--- src/rtl/uart_tx_readback.sv ---
// rtl/uart_tx_readback.sv - reads N delay-RAM entries and sends each as an 8-byte UART frame on txb.
// Optional even parity bit per byte when UART_TX_PARITY_EN is defined (8E1 instead of 8N1).
module uart_tx_readback #(
  parameter int CLKS_PER_BIT = 87,
  parameter int RD_LATENCY   = 1,
  parameter int STOP_BITS    = 1
) (
  input  logic        I_clk_10M,
  input  logic        I_rst,
  input  logic [4:0]  I_GA,
  input  logic        I_rd_req,
  input  logic [1:0]  I_rd_port,
  input  logic [10:0] I_rd_start_addr,
  input  logic [10:0] I_rd_count,
  output logic        O_RD_EN,
  output logic [10:0] O_READ_ADDR,
  input  logic [23:0] I_READ_DELAY_RAM1,
  input  logic [23:0] I_READ_DELAY_RAM2,
  input  logic [23:0] I_READ_DELAY_RAM3,
  input  logic [23:0] I_READ_DELAY_RAM4,
  output logic        O_rd_busy,
  output logic        O_rd_done,
  output logic        txb
);

`ifdef UART_TX_PARITY_EN
  localparam int PAR_BITS = 1;
`else
  localparam int PAR_BITS = 0;
`endif

  localparam int BAUD_W = $clog2(CLKS_PER_BIT);
  localparam logic [BAUD_W-1:0] BAUD_LAST = BAUD_W'(CLKS_PER_BIT - 1);
  // Bit index 0 is the start bit, so the last stop bit sits at 8+parity+stop.
  localparam logic [3:0] BIT_LAST  = 4'(8 + PAR_BITS + STOP_BITS);
  localparam logic [1:0] WAIT_LAST = 2'(RD_LATENCY - 1);

  typedef enum logic [2:0] {IDLE, RD_ISSUE, RD_WAIT, LOAD, SHIFT, NEXT} state_t;

  state_t             state_q, state_d;
  logic [4:0]         ga_q, ga_d;
  logic [1:0]         port_q, port_d;
  logic [10:0]        addr_q, addr_d;
  logic [10:0]        count_q, count_d;
  logic [1:0]         wait_q, wait_d;
  logic [BAUD_W-1:0]  baud_q, baud_d;
  logic [3:0]         bit_q, bit_d;
  logic [2:0]         byte_q, byte_d;
  logic [63:0]        frame_q, frame_d;
  logic               busy_q, busy_d;
  logic               done_q, done_d;
  logic               txb_q, txb_d;

  logic [23:0]        ram_data;
  logic [7:0]         b1, b2;
  logic [63:0]        new_frame;

  function automatic logic bit_val(input logic [7:0] b, input logic [3:0] idx);
    logic [2:0] di;
    di = 3'(idx - 4'd1);
    if (idx == 4'd0) return 1'b0;
    if (idx <= 4'd8) return b[di];
    if (PAR_BITS == 1 && idx == 4'd9) return ^b;
    return 1'b1;
  endfunction

  always_comb begin
    case (port_q)
      2'd0:    ram_data = I_READ_DELAY_RAM1;
      2'd1:    ram_data = I_READ_DELAY_RAM2;
      2'd2:    ram_data = I_READ_DELAY_RAM3;
      default: ram_data = I_READ_DELAY_RAM4;
    endcase
    b1 = {1'b0, ga_q, port_q};
    b2 = {5'b0, addr_q[10:8]};
    new_frame = {b1 ^ b2 ^ addr_q[7:0] ^ ram_data[23:16] ^ ram_data[15:8] ^ ram_data[7:0],
                 ram_data[7:0], ram_data[15:8], ram_data[23:16],
                 addr_q[7:0], b2, b1, 8'hA5};
  end

  always_comb begin
    state_d = state_q;
    ga_d    = ga_q;
    port_d  = port_q;
    addr_d  = addr_q;
    count_d = count_q;
    wait_d  = wait_q;
    baud_d  = baud_q;
    bit_d   = bit_q;
    byte_d  = byte_q;
    frame_d = frame_q;
    busy_d  = busy_q;
    done_d  = 1'b0;
    txb_d   = txb_q;
    case (state_q)
      IDLE: begin
        txb_d = 1'b1;
        // done_q guard keeps a request in a zero-count completion cycle from being taken.
        if (I_rd_req && !done_q) begin
          ga_d    = I_GA;
          port_d  = I_rd_port;
          addr_d  = I_rd_start_addr;
          count_d = I_rd_count;
          if (I_rd_count == 11'd0) begin
            done_d = 1'b1;
          end else begin
            busy_d  = 1'b1;
            state_d = RD_ISSUE;
          end
        end
      end
      RD_ISSUE: begin
        wait_d  = 2'd0;
        state_d = RD_WAIT;
      end
      RD_WAIT: begin
        if (wait_q == WAIT_LAST) begin
          state_d = LOAD;
          baud_d  = '0;
          bit_d   = 4'd0;
          byte_d  = 3'd0;
          txb_d   = 1'b0;
        end else begin
          wait_d = wait_q + 2'd1;
        end
      end
      LOAD, SHIFT: begin
        if (state_q == LOAD) frame_d = new_frame;
        state_d = SHIFT;
        if (baud_q == BAUD_LAST) begin
          baud_d = '0;
          if (bit_q == BIT_LAST) begin
            bit_d = 4'd0;
            if (byte_q == 3'd7) begin
              state_d = NEXT;
              if (count_q == 11'd1) begin
                done_d = 1'b1;
                busy_d = 1'b0;
              end
            end else begin
              byte_d = byte_q + 3'd1;
            end
          end else begin
            bit_d = bit_q + 4'd1;
          end
        end else begin
          baud_d = baud_q + BAUD_W'(1);
        end
        txb_d = (state_d == NEXT) ? 1'b1 : bit_val(frame_d[{byte_d, 3'b000} +: 8], bit_d);
      end
      NEXT: begin
        count_d = count_q - 11'd1;
        addr_d  = addr_q + 11'd1;
        txb_d   = 1'b1;
        state_d = (count_q == 11'd1) ? IDLE : RD_ISSUE;
      end
      default: state_d = IDLE;
    endcase
  end

  always_ff @(posedge I_clk_10M or posedge I_rst) begin
    if (I_rst) begin
      state_q <= IDLE;
      ga_q    <= '0;
      port_q  <= '0;
      addr_q  <= '0;
      count_q <= '0;
      wait_q  <= '0;
      baud_q  <= '0;
      bit_q   <= '0;
      byte_q  <= '0;
      frame_q <= '0;
      busy_q  <= 1'b0;
      done_q  <= 1'b0;
      txb_q   <= 1'b1;
    end else begin
      state_q <= state_d;
      ga_q    <= ga_d;
      port_q  <= port_d;
      addr_q  <= addr_d;
      count_q <= count_d;
      wait_q  <= wait_d;
      baud_q  <= baud_d;
      bit_q   <= bit_d;
      byte_q  <= byte_d;
      frame_q <= frame_d;
      busy_q  <= busy_d;
      done_q  <= done_d;
      txb_q   <= txb_d;
    end
  end

  assign O_RD_EN     = (state_q == RD_ISSUE);
  assign O_READ_ADDR = addr_q;
  assign O_rd_busy   = busy_q;
  assign O_rd_done   = done_q;
  assign txb         = txb_q;

endmodule

--- config.mk ---
export PLATFORM = sky130hd
export DESIGN_NAME = uart_tx_readback
export DESIGN_NICKNAME = d
export VERILOG_FILES = /design/src/rtl/uart_tx_readback.sv
export SDC_FILE = /design/constraint.sdc
export NUM_CORES = 1
export LEC_CHECK = 0
export BUFFER_PORTS_ARGS = -buffer_cell sky130_fd_sc_hd__buf_2
export CAP_MARGIN = 25
export CORE_AREA = 2 2 196 150
export CTS_CLUSTER_SIZE = 20
export DETAILED_ROUTE_END_ITERATION = 16
export DIE_AREA = 0 0 198 152
export GPL_ROUTABILITY_DRIVEN = 0
export HOLD_SLACK_MARGIN = 0.02
export PLACE_DENSITY = 0.39
export SETUP_SLACK_MARGIN = 0.3
export SLEW_MARGIN = 20
export SYNTH_ARGS = -nofsm -noshare
export SYNTH_HDL_FRONTEND = slang
export SYNTH_SLANG_ARGS = --single-unit
--- constraint.sdc ---
create_clock -name I_clk_10M -period 7.65 [get_ports I_clk_10M]
set_clock_uncertainty 0.2 [all_clocks]
set_input_delay 1.1475 -clock I_clk_10M [delete_from_list [all_inputs] [get_ports I_clk_10M]]
set_output_delay 1.1475 -clock I_clk_10M [all_outputs]
set_load 0.02 [all_outputs]
==> impl_results.md, run 1 <==
* Critical-path maximum fanout at 24
* Critical Path RT at 7790 ps
* Syn Inst Count at 751
* Final period util at 0.498
* Clk_lat worst skew at 420 ps
* DRC Markers at 0
* Syn_nets at between 800 and 900
* Max Transition Viols Final at 0
* Slew margin rel. at 0.369
* Most used DFF post-synth: dfrtp_1
* Hold Crit Endpoint: frame_q[7]
* Arr. time, crit path at 3950 ps
* TritonCTS buffer count at 17
* Asr flop ratio synth at 1.00
* Fraction of layout cells with a size suffix above 1 at 0.259
* RSZ-0062 raised after global routing: no
* GRT Util Overall at 0.147
* Post-synthesis register bit count at 115
* Pre-CTS setup slack at 3800 ps
* Reg2reg end: txb
* Die Y at 152 µm
* Final Hold Viols at 0
* Internal at 1300 µW
* Synth unique cells at 70
* Starting Density at 0.243
* Post-CTS sizing at 0
* Register area share after synthesis at 0.416
* Switching Fraction at 0.240
* Post-Syn Area at 0.00692 mm²
* CP Buf/Inv Count at 1
* Number of global-route vias before repair at 5915
* Peak supply drop at 0.150 mV
* Synth top area share at 0.412
* Die Area at 0.0301 mm²
* Sink Count at about 120
* Max_cap viols at 0
* Reg2Reg Launch Point: bit_q[1]
* Critical path type: reg2reg
* Power Density at 200 mW/mm²
* Commonest cells post-synth: nand2_1, dfrtp_1, nor2_1, o21ai_0, xnor2_1
* Post-synth EDFFs at 0
* DR vias/cell at 4.57
* IO buf count at 142
* Clock-pin transition on the worst setup and hold timing paths at 50 ps
* Core box area at 0.0284 mm²
* Remaining global-route overflow at 0
* FMAX at 262 MHz
* Sw Pwr at 409 µW
* R2r worst-path depth at 11
* Met2 wire length at 9060 µm
* Max layer used: met4
* Crit path max-delay family: simple AND/OR/NAND/NOR gates
* Final setup vio count at 0
* Antenna violations before repair at 1
* Hold path start: frame_q[7]
* Clk buf depth at 2
* Critical Path Max Stage Delay at 620 ps
* Routed WL at 21300 µm
* CP cell instances: inv_1 > ha_1 > and3b_1 > and4bb_1 > xor2_4 > nand2_2 > o221a_1 > mux2_2 > a211o_1 > a32o_1 > a211oi_2
* CTS Root Buffer Type: clkbuf_16
* Worst reg-to-reg setup slack at 3840 ps
* First-pass GRT wire length at 34000 µm
* Worst hold path depth at 1
* Nets at 1005
* TritonCTS clock tree: yes
* DIE WIDTH at about 200 µm
* Num rows at between 50 and 60
* Share of total power in the clock network at 0.497
* Post-CTS Setup Bufs at 0
* 1st-iter DRT viols at 359
* Dominant cells by area after synthesis: dfrtp_1, nand2_1, mux4_2, xnor2_1, o21ai_0
* Seq pwr share at 0.393
* Hold Buf Count CTS at 0
* Hold Crit Class: reg2reg
* M1 WL at 11500 µm
* Status: finished, final reports clean
* FILL cells at 3027
* Area leader, netlist: dfrtp_1
* Synth-to-Final Area Change at 23.4%
* Min Tclk post-route at 3810 ps
* Syn Area/Cell at 9.21 µm²
* Setup TNS at 0 ps
* Final Worst Setup Slack at around 3800 ps
* Io pins at 143
* Htree depth at 4
* Ys Warns at 0
* Top-count cell post-synth: nand2_1
* CP Capture Type: flip-flop
* Slowest-stage cell, CP: xor2_4
* Largest net degree at the start of global routing at 69
* Worst Tran Pin Value at 942 ps
* ANT nets after route at 0
* Routed len/inst at 16.7 µm
* Comb pwr share at 0.110
* Routed wl met3 at 664 µm
* CP Launch Type: flip-flop
* Pre-Repair DR Iteration Count at 4
* Min Hold Slack at 261 ps
* DPL Wire Length at ~15000 µm
* DR vias at approximately 5.8k
* Pleak at 0.00377 µW
## flip-flops by register name, summed over array words and instances (netlist names)
register,cells
wait_q,2
ga_q,5
count_q,11
byte_q,3
state_q,3
baud_q,7
port_q,2
O_rd_busy,1
O_READ_ADDR,11
txb,1
bit_q,4
O_rd_done,1
frame_q,64
## final cells by class
cell class	count	area, µm²	share of cell area
clock buffer	21	460	0.0539
antenna	1	2.50	0.000293
clock inverter	11	158	0.0185
sequential	115	2880	0.338
inverter	18	70.1	0.00821
tap	392	490	0.0575
multi-input combinational	563	3670	0.431
timing repair buffer	152	798	0.0935
## cells in the final DEF, fill, tap and decap left out, types with 3 or more instances in the layout
| cell | count |
|---|---|
| a211oi_1 | 6 |
| a21oi_1 | 27 |
| a221o_1 | 4 |
| a311oi_1 | 4 |
| a31oi_1 | 10 |
| and2_1 | 12 |
| and3_1 | 6 |
| and4_1 | 3 |
| buf_2 | 142 |
| buf_4 | 9 |
| bufinv_16 | 4 |
| clkbuf_16 | 17 |
| clkinv_2 | 6 |
| dfrtp_1 | 112 |
| ha_1 | 10 |
| inv_1 | 16 |
| mux2_2 | 3 |
| mux2i_1 | 12 |
| mux4_2 | 25 |
| nand2_1 | 189 |
| nand2b_1 | 7 |
| nand3_1 | 18 |
| nand3b_1 | 4 |
| nand4_1 | 7 |
| nor2_1 | 46 |
| nor2b_1 | 4 |
| nor3_1 | 17 |
| nor4_1 | 4 |
| o211ai_1 | 6 |
| o21ai_0 | 45 |
| o221a_2 | 4 |
| o311ai_0 | 3 |
| o32ai_1 | 3 |
| or3_1 | 6 |
| xnor2_1 | 29 |
| xor2_1 | 7 |
## power by group through the flow
stage | registers [µW] | clock network (µW) | logic, µW
after floorplan | 669 | 0 | 131
after global routing | 676 | 902 | 211
after global placement | 684 | 0 | 189
after CTS | 672 | 869 | 193
after detailed placement | 683 | 0 | 191
final | 671 | 848 | 188
## worst max-delay path by stage
| stage | depth (start not counted) | from | end | slack (ps) |
|---|---|---|---|---|
| floorplan | 1 | I_rst | O_READ_ADDR[0] | 3260 |
| global placement | 11 | bit_q[1] | txb | 3930 |
| detailed placement | 11 | bit_q[1] | txb | 3800 |
| CTS | 11 | bit_q[1] | txb | 3790 |
| global route | 11 | bit_q[1] | txb | 3570 |
| finish | 11 | bit_q[1] | txb | 3840 |
## metal layers
metal | GRT usage | vias to the layer above
li1 | - | 2883
met1 | 0.220 | 2817
met2 | 0.211 | 109
met3 | 0.0306 | 6
met4 | 0.0397 | 0
met5 | 0 | -
## logic make-up after synthesis
| logic type | synth area share |
|---|---|
| xor gates and xnor gates | 0.0561 |
| and+or+nand+nor | 0.213 |
| adders and majority gates | 0.0181 |
| buffers and inverters | 0.0537 |
| DFF | 0.416 |
| AOI/OAI and AO/OA | 0.134 |
| muxes | 0.110 |
## stage by stage
| stage | cells | instance area (µm²) | util | power, µW |
|---|---|---|---|---|
| 2_1_floorplan | 751 | 6920 | - | 800 |
| 6_report | 1273 | 8540 | 0.300 | 1710 |
| 3_5_place_dp | 1240 | 7920 | 0.278 | 874 |
| 3_3_place_gp | 1239 | 7900 | 0.278 | 873 |
| 5_1_grt | 1272 | 8530 | 0.300 | 1790 |
| 4_1_cts | 1272 | 8530 | 0.300 | 1730 |
## worst reg2reg max path, cell delays in order (launching register included)
cell and delay, ps:
dfrtp_1 430, inv_1 80, ha_1 120, and3b_1 330, and4bb_1 560, xor2_4 630
nand2_2 160, o221a_1 230, mux2_2 270, a211o_1 290, a32o_1 260, a211oi_2 170
Power figures use the tool's default switching activity.
==> run 2, diff against run 1 <==
- ABC_AREA: not set -> 1
- CORE_AREA: 2 2 196 150 -> 2 2 203 155
- DIE_AREA: 0 0 198 152 -> 0 0 205 157
- clock period: 7.65 -> 3.6 ns (I/O delays scaled with it)
==> impl_results.md, run 2 <==
* Die Area at 0.0322 mm² (+6.9%)
* Biggest register: frame_q
* Register area share after synthesis at 0.386 (-0.0299)
* CP Buf/Inv Count at 4 (+3)
* Pre-Repair DR Iteration Count at 4 (unchanged)
* DIE WIDTH at 205 µm (+3.5%)
* Clk buf depth at 2 (unchanged)
* Num rows at 55 (+1.9%)
* Nets at 1360 (+35%)
* Ys Warns at 0 (unchanged)
* Syn Inst Count at 1095 (+46%)
* ANT nets after route at 0 (unchanged)
* Core box area at 0.0300 mm² (+5.5%)
* Remaining global-route overflow at 0 (unchanged)
* Syn_nets at 1233 (+39%)
* CTS Root Buffer Type: clkbuf_16
* Slowest-stage cell, CP: dfrtp_1
* Routed WL at 26100 µm (+23%)
* Pleak at 0.00470 µW (+25%)
* IO buf count at 142 (unchanged)
* Final setup vio count at 0 (unchanged)
* Syn Area/Cell at 6.81 µm² (-26%)
* Fraction of layout cells with a size suffix above 1 at 0.199 (-0.0599)
* Final Hold Viols at 0 (unchanged)
* Utilization after layout at 0.311 (+0.0111)
* Number of global-route vias before repair at 7369 (+25%)
* Starting Density at 0.248 (+0.00521)
* Hold Crit Class: in2reg
* GRT Util Overall at 0.169 (+0.0227)
* Critical Path RT at 3760 ps (-4030 ps)
* Post-synth EDFFs at 0 (unchanged)
* Peak supply drop at 0.424 mV (+180%)
* Commonest non-fill, non-tap cell in the layout: nand2_1
* FILL cells at 3386 (+12%)
* Seq pwr share at 0.275 (-0.118)
* First-pass GRT wire length at 41900 µm (+23%)
* Dominant cells by area after synthesis: dfrtp_1, nand2_1, nand3_1, inv_1, o21ai_0
* Synth-to-Final Area Change at 25.3%
* Post-Syn Area at 0.00745 mm² (+7.7%)
* Commonest cells post-synth: nand2_1, nand3_1, inv_1, dfrtp_1, o21ai_0
* Die Y at 157 µm (+3.3%)
* CP dominant cell by count: nand2_1
* Largest net degree at the start of global routing at 78 (+13%)
* Most used DFF post-synth: dfrtp_1
* CP Launch Type: flip-flop
* Min Tclk post-route at 2960 ps (-857 ps)
* Setup TNS at 0 ps (unchanged)
* Commonest cells after routing, fill and taps aside: nand2_1, buf_2, nand3_1
* Sw Pwr at 3360 µW (+720%)
* Worst Tran Pin Value at 632 ps (-309 ps)
* Io pins at 143 (unchanged)
* DR vias/cell at 4.58 (+0.24%)
* Sink Count at 115 (unchanged)
* Clk_lat worst skew at 430 ps (about the same)
* Max Transition Viols Final at 0 (unchanged)
* Final Worst Setup Slack at 644 ps (-3190 ps)
* Synth top area share at 0.383 (-0.0296)
* RSZ-0062 raised after global routing: no
* Status: finished, final reports clean
* Arr. time, crit path at 3120 ps (-830 ps)
* Switching Fraction at 0.438 (+0.199)
* DR vias at 7482 (+29%)
* TritonCTS clock tree: yes
* DRC Markers at 0 (unchanged)
* CP Capture Type: flip-flop
* CP cell instances: inv_1 > ha_1 > nand2_1 > nor3_4 > buf_12 > nor2_2 > a21oi_4 > buf_4 > nand2_1 > nand3_1 > nand3_1 > nand2_1 > inv_1 > nand2_1 > nand3_1 > nand3_1 > nand3_1 > nand2_1 > nand2_1 > nand2_1 > nand2_1
* Post-synthesis register bit count at 115 (unchanged)
* Asr flop ratio synth at 1.00 (unchanged)
* Critical path type: reg2reg
* Antenna violations before repair at 1 (unchanged)
* # diodes at 0 (-1)
* 1st-iter DRT viols at 463 (+29%)
* Final period util at 0.821 (+0.323)
* Area leader, netlist: dfrtp_1
* Max_cap viols at 0 (unchanged)
* Clock-pin transition on the worst setup and hold timing paths at 60 ps (about the same)
* Power Density at 822 mW/mm² (+310%)
* Htree depth at 4 (unchanged)
* Slew margin rel. at 0.577 (+0.208)
* DPL Wire Length at 19500 µm (+31%)
* Internal at 4310 µW (+230%)
* TritonCTS buffer count at 17 (unchanged)
* FMAX at 338 MHz (+29%)
* Routed len/inst at 16.0 µm (-4.5%)
* Comb pwr share at 0.457 (+0.347)
* Top-count cell post-synth: nand2_1
* Pre-CTS setup slack at 199 ps (-3600 ps)
* Critical Path Max Stage Delay at 410 ps (-210 ps)
* Share of total power in the clock network at 0.268 (-0.229)
* Max FFs per register at 64 (unchanged)
* Critical-path maximum fanout at 13 (-46%)
* Synth unique cells at 47 (-33%)
* Crit path max-delay family: simple AND/OR/NAND/NOR gates
-- run 2: cell types whose count changed after synthesis, sizes merged, moves of 13 or more --
cell	before	now
nand2	190	349
nand3	18	141
inv	17	125
o21ai	46	89
nor2	46	75
xnor2	29	1
mux4	26	0
or2	2	24
and2	13	0
-- run 2: worst register-to-register path, stage by stage (launching register included) --
cell and delay, ps:
dfrtp_1 410, inv_1 90, ha_1 150, nand2_1 100
nor3_4 270, buf_12 160, nor2_2 50, a21oi_4 210
buf_4 260, nand2_1 100, nand3_1 100, nand3_1 80
nand2_1 80, inv_1 40, nand2_1 50, nand3_1 70
nand3_1 80, nand3_1 120, nand2_1 110, nand2_1 50
nand2_1 60, nand2_1 50
-- run 2: layout make-up --
type                            instances  area (µm²)  area share
Inverter                              127         493      0.0528
Clock buffer                           24         512      0.0548
Timing Repair Buffer                  162         926      0.0992
Sequential cell                       115        2880       0.308
Clock inverter                          8         193      0.0206
Tap cell                              399         499      0.0535
Multi-Input combinational cell        799        3830       0.411
-- run 2: final timing paths --
path                                    startpoint              to  slack (ps)  depth (start not counted)
max in group asynchronous                    I_rst  O_READ_ADDR[3]        1930                          4
worst min-delay path            I_rd_start_addr[8]  O_READ_ADDR[8]         140                          3
worst min register to register          frame_q[7]      frame_q[7]         250                          2
min in group asynchronous                    I_rst     frame_q[55]         540                          3
worst max-delay path                     baud_q[0]             txb         640                         21
worst max register to register           baud_q[0]             txb         640                         21
-- run 2: logic make-up (layout without fill, tap and decap cells) --
group / Yosys count / in the layout / synth area share
adders and majority gates: 10 / 10 / 0.0168
xor gates and xnor gates: 9 / 9 / 0.0106
and+or+nand+nor: 629 / 630 / 0.366
DFF: 115 / 115 / 0.386
buffers and inverters: 182 / 321 / 0.106
AOI/OAI and AO/OA: 150 / 150 / 0.114
-- run 2: timing repair --
item / 4_1_cts / 5_1_grt
pin swaps: 0 / 2
endpoints found under the hold margin: 19 / 0
setup endpoints to repair: 1 / 1
gates resized for setup: 1 / 9
hold buffers: 1 / 0
buffers inserted: 0 / 2
gates cloned: 0 / 1
-- run 2: power by group through the flow --
stage / Sequential (µW) / Clock [µW] / Combinational, µW
2_1_floorplan: 1980 / 0 / 2600
3_3_place_gp: 2130 / 0 / 3540
3_5_place_dp: 2130 / 0 / 3510
4_1_cts: 2110 / 2100 / 3530
5_1_grt: 2180 / 2150 / 4050
6_report: 2110 / 2060 / 3510
-- run 2: per-layer routing --
layer / up-vias / track usage / part of all wire
met2: 146 / 0.242 / 0.41
li1: 3812 / - / -
met5: - / 0 / 0
met1: 3507 / 0.262 / 0.54
met4: 0 / 0.0408 / 0.0095
met3: 17 / 0.0257 / 0.035
-- run 2: per-stage QoR --
step | instance area, µm² | instances | total power (µW) | hold slack [ps]
6_report | 9340 | 1634 | 7680 | 138
5_1_grt | 9340 | 1634 | 8370 | 149
4_1_cts | 9250 | 1631 | 7740 | 120
3_5_place_dp | 8530 | 1598 | 5650 | 239
3_3_place_gp | 8530 | 1598 | 5670 | 237
2_1_floorplan | 7460 | 1095 | 4580 | 223
==> run 3, diff against run 2 <==
- PLACE_DENSITY: 0.39 -> 0.4
- clock period: 3.6 -> 2.4 ns (I/O delays scaled with it)
==> impl_results.md, run 3 (synthesized netlist as in run 2, its figures left out) <==
* DRC Markers at 0 (unchanged)
* TritonCTS clock tree: yes
* Sw Pwr at 5520 µW (+64%)
* RSZ-0062 raised after global routing: yes
* # diodes at 0 (unchanged)
* Starting Density at 0.248 (unchanged)
* Switching Fraction at 0.438 (about the same)
* Core box area at 0.0300 mm² (unchanged)
* 1st-iter DRT viols at 589 (+27%)
* Io pins at 143 (unchanged)
* Max FFs per register at 64 (unchanged)
* Final Worst Setup Slack at -199 ps (-843 ps)
* Met1 Resource Use GR at 0.258 (-0.00374)
* R2r worst-path depth at 22 (+4.8%)
* Synth-to-Final Area Change at 45.6%
* Violated checks: setup timing
* Remaining global-route overflow at 0 (unchanged)
* TritonCTS buffer count at 17 (unchanged)
* Share of total power in the clock network at 0.212 (-0.056)
* CTS Root Buffer Type: clkbuf_16
* IO buf count at 142 (unchanged)
* Worst hold path depth at 3 (unchanged)
* Power Density at 1160 mW/mm² (+41%)
* Critical Path RT at 2560 ps (-1200 ps)
* Antenna violations before repair at 0 (-1)
* Grt met3 use at 0.0248 (-0.000828)
* Pre-Repair DR Iteration Count at 5 (+1)
* DR vias at 7923 (+5.9%)
* Pre-CTS setup slack at -205 ps (-405 ps)
* Clk buf depth at 2 (unchanged)
* Sink Count at 115 (unchanged)
* FILL cells at 3244 (-4.2%)
* Area after DPL at 0.00943 mm² (+11%)
* Final Hold Viols at 0 (unchanged)
* Clk_lat worst skew at 430 ps (about the same)
* Comb pwr share at 0.545 (+0.088)
* Min Tclk post-route at 2600 ps (-357 ps)
* Internal at 7080 µW (+64%)
* Fraction of layout cells with a size suffix above 1 at 0.322 (+0.123)
* Number of global-route vias before repair at 7586 (+2.9%)
* DPL Wire Length at 19900 µm (+2.4%)
* Htree depth at 4 (unchanged)
* Nets at 1505 (+11%)
* Routed WL at 26300 µm (+0.53%)
* Die Area at 0.0322 mm² (unchanged)
* Hold Crit Class: in2reg
* Final period util at 1.08 (+0.262)
* Worst Tran Pin Value at 681 ps (+48.9 ps)
* Seq pwr share at 0.242 (-0.033)
* Most used routing layer: met1
* Pleak at 0.00546 µW (+16%)
* GRT Util Overall at 0.167 (-0.00265)
* CP Capture Type: flip-flop
* Peak supply drop at 0.518 mV (+22%)
* Critical Path Max Stage Delay at 380 ps (-30 ps)
* CP Launch Type: flip-flop
* Max Transition Viols Final at 0 (unchanged)
* Setup TNS at -199 ps (-199 ps)
* Max_cap viols at 0 (unchanged)
* Num rows at 55 (unchanged)
* Critical-path maximum fanout at 8 (-5)
* Die Y at 157 µm (unchanged)
* Commonest non-fill, non-tap cell in the layout: nand2_1
* First-pass GRT wire length at 41700 µm (-0.39%)
* Arr. time, crit path at 2760 ps (-360 ps)
* Largest net degree at the start of global routing at 116 (+49%)
* Critical path type: reg2reg
* CP dominant cell by count: nand2_1
* Commonest cells after routing, fill and taps aside: nand2_1, buf_2, nand3_1
* Clock-pin transition on the worst setup and hold timing paths at 60 ps (about the same)
* FMAX at 385 MHz (+14%)
* M2 GR Usage at 0.242 (about the same)
* ANT nets after route at 0 (unchanged)
* Routed len/inst at 14.8 µm (-7.7%)
* Final setup vio count at 1 (+1)
* Slowest-stage cell, CP: dfrtp_1
* Cell area after layout at 0.0109 mm² (+16%)
* Status: complete, but fails checks
* Biggest register: frame_q
* CP cell instances: inv_2 > ha_4 > nand2_4 > nor3_4 > buf_4 > buf_6 > nand3_2 > nand2_2 > nand2_4 > buf_12 > nand3_2 > nand3_1 > nand2_1 > inv_2 > nand2_1 > nand3_2 > nand3_1 > nand3_1 > nand2_1 > nand2_1 > nand2_1 > nand2_1
* DR vias/cell at 4.45 (-2.7%)
* Slew margin rel. at 0.546 (-0.0317)
* DIE WIDTH at 205 µm (unchanged)
## run 3: layer usage
metal  part of all wire  vias up
li1                   -     4108
met1               0.54     3651
met2               0.42      146
met3              0.031       18
met4             0.0077        0
met5                  0        -
## run 3: worst max-delay path: cells and delay by family, from the launching register on
kind | cells | cell delay (ps)
and+or+nand+nor | 16 | 1270
buffers and inverters | 5 | 540
DFF | 1 | 380
adders and majority gates | 1 | 140
## run 3: power by group through the flow
stage / Clock, µW / Combinational (µW) / Sequential [µW]
final: 2670 / 6870 / 3050
after floorplan: 0 / 3890 / 2980
after CTS: 2730 / 6520 / 3030
after global routing: 2810 / 7750 / 3140
after global placement: 0 / 6400 / 3050
after detailed placement: 0 / 6370 / 3060
## run 3: path summary, 6_finish.rpt
path / to / start / slack, ps
min in group asynchronous: port_q[0] / I_rst / 440
worst max-delay path: txb / baud_q[0] / -200
max in group asynchronous: O_READ_ADDR[0] / I_rst / 990
worst min register to register: frame_q[0] / frame_q[0] / 250
worst min-delay path: O_READ_ADDR[6] / I_rd_start_addr[6] / 30
worst max register to register: txb / baud_q[0] / -200
## run 3: stage by stage
stage	total power, µW	hold slack (ps)	utilization	std cells
4_1_cts	12300	25.8	0.344	1762
5_1_grt	13700	44.5	0.362	1779
3_5_place_dp	9430	239	0.314	1705
3_3_place_gp	9450	233	0.314	1705
6_report	12600	34.7	0.362	1779
2_1_floorplan	6870	223	-	1095
## run 3: area by class of cell
| type | count | area [µm²] | area share |
|---|---|---|---|
| Clock buffer | 20 | 457 | 0.0421 |
| Timing Repair Buffer | 308 | 2220 | 0.205 |
| Multi-Input combinational cell | 798 | 4140 | 0.381 |
| Inverter | 127 | 503 | 0.0463 |
| Clock inverter | 12 | 154 | 0.0142 |
| Tap cell | 399 | 499 | 0.0460 |
| Sequential cell | 115 | 2880 | 0.266 |
## run 3: repair_timing
| action | in CTS | in global routing |
|---|---|---|
| setup buffers | 5 | 16 |
| setup endpoints to repair | 8 | 28 |
| gates resized for setup | 21 | 110 |
| hold endpoints to repair | 133 | 0 |
| pin swaps | 5 | 46 |
| cloned | 0 | 1 |
| hold buffers | 20 | 0 |
